<file path="src/rtl/crc_pkg.sv">
// Shared definitions for the streaming CRC encoder and its future checker.
// Latency: n/a (types, constants and a combinational helper only).
// Backpressure: n/a.
//
// Contents: FSM state enum, default 4/3 configuration (x^3+x+1), and a
// width/poly-generic crc_next() helper for reuse outside the encoder.
package crc_pkg;

    typedef enum logic [0:0] {
        ST_DATA = 1'b0,
        ST_CRC  = 1'b1
    } crc_state_e;

    // Default configuration: 4-bit words, 3-bit CRC, x^3 + x + 1.
    localparam int         DEF_DATA_W = 4;
    localparam int         DEF_CRC_W  = 3;
    localparam logic [2:0] DEF_POLY   = 3'b011;
    localparam logic [2:0] DEF_INIT   = 3'b000;

    // Widest CRC/word the generic helper handles.
    localparam int CRC_MAX_W = 32;

    // MSB-first CRC update of one data_w-bit word, no reflection, no final
    // XOR. Operands are zero-extended to CRC_MAX_W; the result is masked to
    // crc_w bits.
    function automatic logic [CRC_MAX_W-1:0] crc_next(
        input logic [CRC_MAX_W-1:0] crc,
        input logic [CRC_MAX_W-1:0] data,
        input logic [CRC_MAX_W-1:0] poly,
        input int                   crc_w,
        input int                   data_w
    );
        logic [CRC_MAX_W-1:0] c;
        logic [CRC_MAX_W-1:0] mask;
        logic                 fb;
        c    = crc;
        mask = '0;
        fb   = 1'b0;
        for (int j = 0; j < CRC_MAX_W; j++) begin
            mask[j] = (j < crc_w);
        end
        for (int i = CRC_MAX_W - 1; i >= 0; i--) begin
            if (i < data_w) begin
                fb = c[crc_w-1] ^ data[i];
                c  = c << 1;
                if (fb) begin
                    c = c ^ poly;
                end
            end
        end
        return c & mask;
    endfunction

endpackage

</file>
<file path="src/rtl/crc_step_unit.sv">
// Combinational DATA_W-bit CRC update: crc_out = next(crc_in, data_in).
// Latency: 0 cycles (pure combinational, unrolled shift/XOR).
// Backpressure: none; caller decides when to register the result.
//
// Ports:
//   crc_in  [CRC_W-1:0]  current CRC register value
//   data_in [DATA_W-1:0] word to fold in, MSB first
//   crc_out [CRC_W-1:0]  updated CRC
module crc_step_unit
    import crc_pkg::*;
#(
    parameter int               DATA_W = DEF_DATA_W,
    parameter int               CRC_W  = DEF_CRC_W,
    parameter logic [CRC_W-1:0] POLY   = DEF_POLY
) (
    input  logic [CRC_W-1:0]  crc_in,
    input  logic [DATA_W-1:0] data_in,
    output logic [CRC_W-1:0]  crc_out
);

    logic [CRC_W-1:0] acc;
    logic             fb;

    // One shift/XOR step per data bit, MSB of the word entering first.
    always_comb begin
        acc = crc_in;
        fb  = 1'b0;
        for (int i = DATA_W - 1; i >= 0; i--) begin
            fb  = acc[CRC_W-1] ^ data_in[i];
            acc = acc << 1;
            if (fb) begin
                acc = acc ^ POLY;
            end
        end
        crc_out = acc;
    end

endmodule

</file>
<file path="src/rtl/crc_stream_encoder.sv">
// Streaming CRC encoder: forwards frame words and appends one CRC beat.
// Latency: 1 cycle input-to-output; CRC beat follows the last word.
// Backpressure: valid/ready; output register holds while !out_ready, input
//   stalls for one cycle per frame while the CRC beat is loaded.
//
// Optional feature macro: CRC_ENC_STATS_EN adds a 16-bit frame_count output
// counting accepted CRC beats (wraps at 0xFFFF).
//
// Ports:
//   clk, reset                         clock, synchronous active-high reset
//   in_valid/in_ready/in_data/in_last  input word stream
//   out_valid/out_ready/out_data       output beat stream
//   out_crc, out_last                  flags on the appended CRC beat
//   frame_count                        (CRC_ENC_STATS_EN only) frame counter
module crc_stream_encoder
    import crc_pkg::*;
#(
    parameter int               DATA_W = DEF_DATA_W,
    parameter int               CRC_W  = DEF_CRC_W,
    parameter logic [CRC_W-1:0] POLY   = DEF_POLY,
    parameter logic [CRC_W-1:0] INIT   = DEF_INIT
) (
    input  logic              clk,
    input  logic              reset,
    input  logic              in_valid,
    output logic              in_ready,
    input  logic [DATA_W-1:0] in_data,
    input  logic              in_last,
    output logic              out_valid,
    input  logic              out_ready,
    output logic [DATA_W-1:0] out_data,
    output logic              out_crc,
    output logic              out_last
`ifdef CRC_ENC_STATS_EN
    ,
    output logic [15:0]       frame_count
`endif
);

    // Reject configurations where the CRC cannot fit in a data beat.
    generate
        if (CRC_W < 1) begin : g_bad_crc_w_small
            $error("crc_stream_encoder: CRC_W must be at least 1");
        end
        if (CRC_W > DATA_W) begin : g_bad_crc_w_large
            $error("crc_stream_encoder: CRC_W must not exceed DATA_W");
        end
    endgenerate

    crc_state_e        state_q, state_d;
    logic [CRC_W-1:0]  crc_q, crc_d;
    logic              out_valid_q, out_valid_d;
    logic [DATA_W-1:0] out_data_q, out_data_d;
    logic              out_crc_q, out_crc_d;
    logic              out_last_q, out_last_d;
    logic [CRC_W-1:0]  crc_step;
    logic              out_free;
    logic              in_fire;

    crc_step_unit #(
        .DATA_W (DATA_W),
        .CRC_W  (CRC_W),
        .POLY   (POLY)
    ) u_step (
        .crc_in  (crc_q),
        .data_in (in_data),
        .crc_out (crc_step)
    );

    // Output register can take a new beat when empty or being drained now.
    assign out_free = !out_valid_q || out_ready;
    assign in_ready = !reset && (state_q == ST_DATA) && out_free;
    assign in_fire  = in_valid && in_ready;

    always_comb begin
        state_d     = state_q;
        crc_d       = crc_q;
        out_valid_d = out_valid_q;
        out_data_d  = out_data_q;
        out_crc_d   = out_crc_q;
        out_last_d  = out_last_q;

        if (out_valid_q && out_ready) begin
            out_valid_d = 1'b0;
        end

        case (state_q)
            ST_DATA: begin
                if (in_fire) begin
                    out_valid_d = 1'b1;
                    out_data_d  = in_data;
                    out_crc_d   = 1'b0;
                    out_last_d  = 1'b0;
                    crc_d       = crc_step;
                    if (in_last) begin
                        state_d = ST_CRC;
                    end
                end
            end
            ST_CRC: begin
                // crc_q already includes the last word of the frame.
                if (out_free) begin
                    out_valid_d = 1'b1;
                    out_data_d  = DATA_W'(crc_q);
                    out_crc_d   = 1'b1;
                    out_last_d  = 1'b1;
                    crc_d       = INIT;
                    state_d     = ST_DATA;
                end
            end
            default: begin
                state_d = ST_DATA;
            end
        endcase
    end

    always_ff @(posedge clk) begin
        if (reset) begin
            state_q     <= ST_DATA;
            crc_q       <= INIT;
            out_valid_q <= 1'b0;
            out_data_q  <= '0;
            out_crc_q   <= 1'b0;
            out_last_q  <= 1'b0;
        end else begin
            state_q     <= state_d;
            crc_q       <= crc_d;
            out_valid_q <= out_valid_d;
            out_data_q  <= out_data_d;
            out_crc_q   <= out_crc_d;
            out_last_q  <= out_last_d;
        end
    end

    assign out_valid = out_valid_q;
    assign out_data  = out_data_q;
    assign out_crc   = out_crc_q;
    assign out_last  = out_last_q;

`ifdef CRC_ENC_STATS_EN
    logic [15:0] frame_count_q, frame_count_d;

    always_comb begin
        frame_count_d = frame_count_q;
        if (out_valid_q && out_ready && out_crc_q) begin
            frame_count_d = frame_count_q + 16'd1;
        end
    end

    always_ff @(posedge clk) begin
        if (reset) begin
            frame_count_q <= 16'd0;
        end else begin
            frame_count_q <= frame_count_d;
        end
    end

    assign frame_count = frame_count_q;
`endif

endmodule

</file>
<file path="config.mk">
export PLATFORM = sky130hd
export DESIGN_NAME = crc_stream_encoder
export DESIGN_NICKNAME = d
export VERILOG_FILES = /design/src/rtl/crc_pkg.sv /design/src/rtl/crc_step_unit.sv /design/src/rtl/crc_stream_encoder.sv
export SDC_FILE = /design/constraint.sdc
export NUM_CORES = 1
export LEC_CHECK = 0
export ABC_AREA = 1
export ABC_CLOCK_PERIOD_IN_PS = 2100
export BUFFER_PORTS_ARGS = -buffer_cell sky130_fd_sc_hd__buf_2
export CELL_PAD_IN_SITES_DETAIL_PLACEMENT = 0
export CELL_PAD_IN_SITES_GLOBAL_PLACEMENT = 2
export CORE_ASPECT_RATIO = 1.4
export CORE_MARGIN = 3
export CORE_UTILIZATION = 27
export DETAILED_ROUTE_END_ITERATION = 7
export GPL_ROUTABILITY_DRIVEN = 0
export PLACE_DENSITY = 0.83
export SETUP_SLACK_MARGIN = 0.5
export SYNTH_ARGS = -nofsm -noshare
export SYNTH_HDL_FRONTEND = slang
export SYNTH_HIERARCHICAL = 1
export SYNTH_SLANG_ARGS = --single-unit
</file>
<file path="constraint.sdc">
create_clock -name clk -period 2.1 [get_ports clk]
set_clock_uncertainty 0.05 [all_clocks]
set_input_delay 0.21 -clock clk [delete_from_list [all_inputs] [get_ports clk]]
set_output_delay 0.21 -clock clk [all_outputs]
set_load 0.02 [all_outputs]
</file>
==> impl_metrics.env <==
export IMPL_status="finished, final reports clean"
export IMPL_max_slew_margin_pct=77.03
export IMPL_final_antenna_net_count=0
export IMPL_placedInstanceArea_um2=691.9
export IMPL_dp_slack_ps=902.1
export IMPL_reg2reg_depth=4
export IMPL_netlist_area_um2=616.8
export IMPL_die_h_um=62.56
export IMPL_hold_viol_final=0
export IMPL_critPathTopFamily="flip-flops"
export IMPL_port_buffer_count=16
export IMPL_die_area_mm2=0.002902
export IMPL_num_vias=634
export IMPL_first_pass_iters=4
export IMPL_postCtsHoldBufs=0
export IMPL_holdPathEnd="out_valid"
export IMPL_cp_cell_sequence="inv_2, and3_1, buf_2"
export IMPL_path_clk_slew_ps=60
export IMPL_end_kind="output pin"
export IMPL_layout_drive_gt1_share_pct=22.61
export IMPL_track_usage_pct=10.50
export IMPL_h_tree_depth=1
export IMPL_slew_violations=0
export IMPL_dp_cells=133
export IMPL_crit_type="reg2out"
export IMPL_cap_violations=0
export IMPL_cp_data_required_time_ps=1840
export IMPL_synth_warnings=6
export IMPL_worstMarginPinSlew_ps=344.5
export IMPL_arrival_ps=1210
export IMPL_crit_reg2reg_launch="state_q"
export IMPL_top_level_ports=17
export IMPL_syn_inst=100
export IMPL_synth_area_leaders="dfxtp_1, nand2_1, nand3_1, inv_1, a21oi_1"
export IMPL_clockBufferDepth=2
export IMPL_worst_r2r_setup_slack_ps=910
export IMPL_synth_top_area_share_pct=32.45
export IMPL_ys_seq_area_share_pct=32.45
export IMPL_rsz0062_at_grt="false"
export IMPL_layout_common_cells="nand2_1, buf_2, nand3_1, inv_1, dfxtp_1"
export IMPL_final_common_cell="nand2_1"
export IMPL_grt_max_degree=13
export IMPL_avgSynthCellArea_um2=6.168
export IMPL_worstSetupStartpointType="register"
export IMPL_ys_ff_latch=10
export IMPL_period_share_pct=70.08
export IMPL_setup_viol=0
export IMPL_clock_root_buffer="clkbuf_4"
export IMPL_synthesis_nets=109
export IMPL_timing_setup_tns_ps=0
export IMPL_final_cell_area_um2=714.4
export IMPL_hpwlAfterDp_um=1048
export IMPL_grt_pass1_wl_um=2283
export IMPL_peakVddDrop_uv=389.8
export IMPL_vias_per_cell=4.662
export IMPL_clock_fmax_ghz=0.6795
export IMPL_fin_cells=136
export IMPL_core_mm2=0.002068
export IMPL_drt_iter0_drc=10
export IMPL_antenna_cells=0
export IMPL_wl_per_cell_um=9.757
export IMPL_worst_slack_ps=628.3
export IMPL_hp_class="in2reg"
export IMPL_grt_overflow=0
export IMPL_cellPowerDensity_mw_per_mm2=698.2
export IMPL_cts_resized=0
export IMPL_die_x_um=46.40
export IMPL_num_rows=19
export IMPL_slowest_delay_ps=460
export IMPL_cts_setup_buffers=0
export IMPL_r2r_end="out_data[2]"
export IMPL_critPathMaxFanout=7
export IMPL_grt_pass1_vias=557
export IMPL_start_util_pct=29.82
export IMPL_area_growth_pct=15.82
export IMPL_hold_depth=2
export IMPL_routed_wl_um=1327
export IMPL_drc=0
export IMPL_nets=126
export IMPL_antenna_found_initial=0
export IMPL_synth_top_area_cell="dfxtp_1"
export IMPL_cp_buffers_inverters=2
export IMPL_synth_distinct_cells=19
export IMPL_p_leak_nw=0.4070
export IMPL_hp_start="reset"
export IMPL_crit_slowest_cell="dfxtp_1"
export IMPL_clock_latency_ps=260
export IMPL_clock_sinks=10
export IMPL_post_route_min_period_ps=1472
export IMPL_cts_tree="done"
export IMPL_cts_buffers=3
sequential cells by signal, indices dropped and copies added (netlist names):
signal	count
out_valid	1
out_last	1
out_data	4
state_q	1
crc_q	3
kinds of logic after synthesis:
logic type | count (synthesis) | synth area share (%)
AND/OR/NAND/NOR | 65 | 46.86
buffers and inverters | 17 | 12.98
flip-flops | 10 | 32.45
AO/OA/AOI/OAI | 7 | 6.288
XOR/XNOR | 1 | 1.420
metal layers:
layer / global-route usage, % / vias up / routed length [µm] / share of wire (%)
met2: 16.90 / 12 / 665 / 50
met1: 11.65 / 274 / 592 / 45
li1: - / 346 / - / -
met3: 2.594 / 2 / 49 / 3.7
met4: 6.406 / 0 / 20 / 1.5
met5: 0 / - / 0 / 0
how the worst max path moves through the flow:
| stage | start | endpoint | slack, ps | cells after the start |
|---|---|---|---|---|
| 2_1_floorplan | out_valid | crc_q[0] | 920 | 5 |
| 3_3_place_gp | state_q | out_data[0] | 900 | 4 |
| 3_5_place_dp | state_q | out_data[1] | 900 | 4 |
| 4_1_cts | state_q | in_ready | 610 | 3 |
| 5_1_grt | out_valid | in_ready | 570 | 3 |
| 6_report | state_q | in_ready | 630 | 3 |
synthesized netlist by cell type (all sizes together):
cell    instances
buf             4
and3            1
dfxtp          10
nand3          16
a21boi          1
or2             1
a21oi           5
nor2            4
nand4           1
xnor2           1
a31oi           1
inv            13
nand2          42
power breakdown:
part	total, W	switching, W	internal (W)
clock network	0.000127	0.0000607	0.0000660
registers	0.000225	0.0000164	0.000209
logic	0.000147	0.0000922	0.0000545
total	0.000499	0.000169	0.000330
worst register-to-register path, stage by stage (launching register included):
cell and delay [ps]:
dfxtp_1 380, nor2_2 160, nand3_2 240, a21oi_1 210
nor2_1 60
layout make-up:
class / count / area [µm²]
sequential: 10 / 200.2
fill: 245 / 1354
timing repair buffer: 16 / 80.08
inverter: 13 / 48.80
clock buffer: 3 / 22.52
tap: 21 / 26.28
multi-input combinational: 73 / 336.6
through the flow:
stage | hold WS [ps] | power [W] | util, %
global route | 124.3 | 0.0005450 | 34.54
global placement | 392.6 | 0.0003786 | 33.45
detailed placement | 398.6 | 0.0003787 | 33.45
finish | 128.4 | 0.0004988 | 34.54
floorplan | 229.1 | 0.0003450 | -
CTS | 117.1 | 0.0005096 | 34.54
No activity file was read; power rests on OpenSTA's default activity.
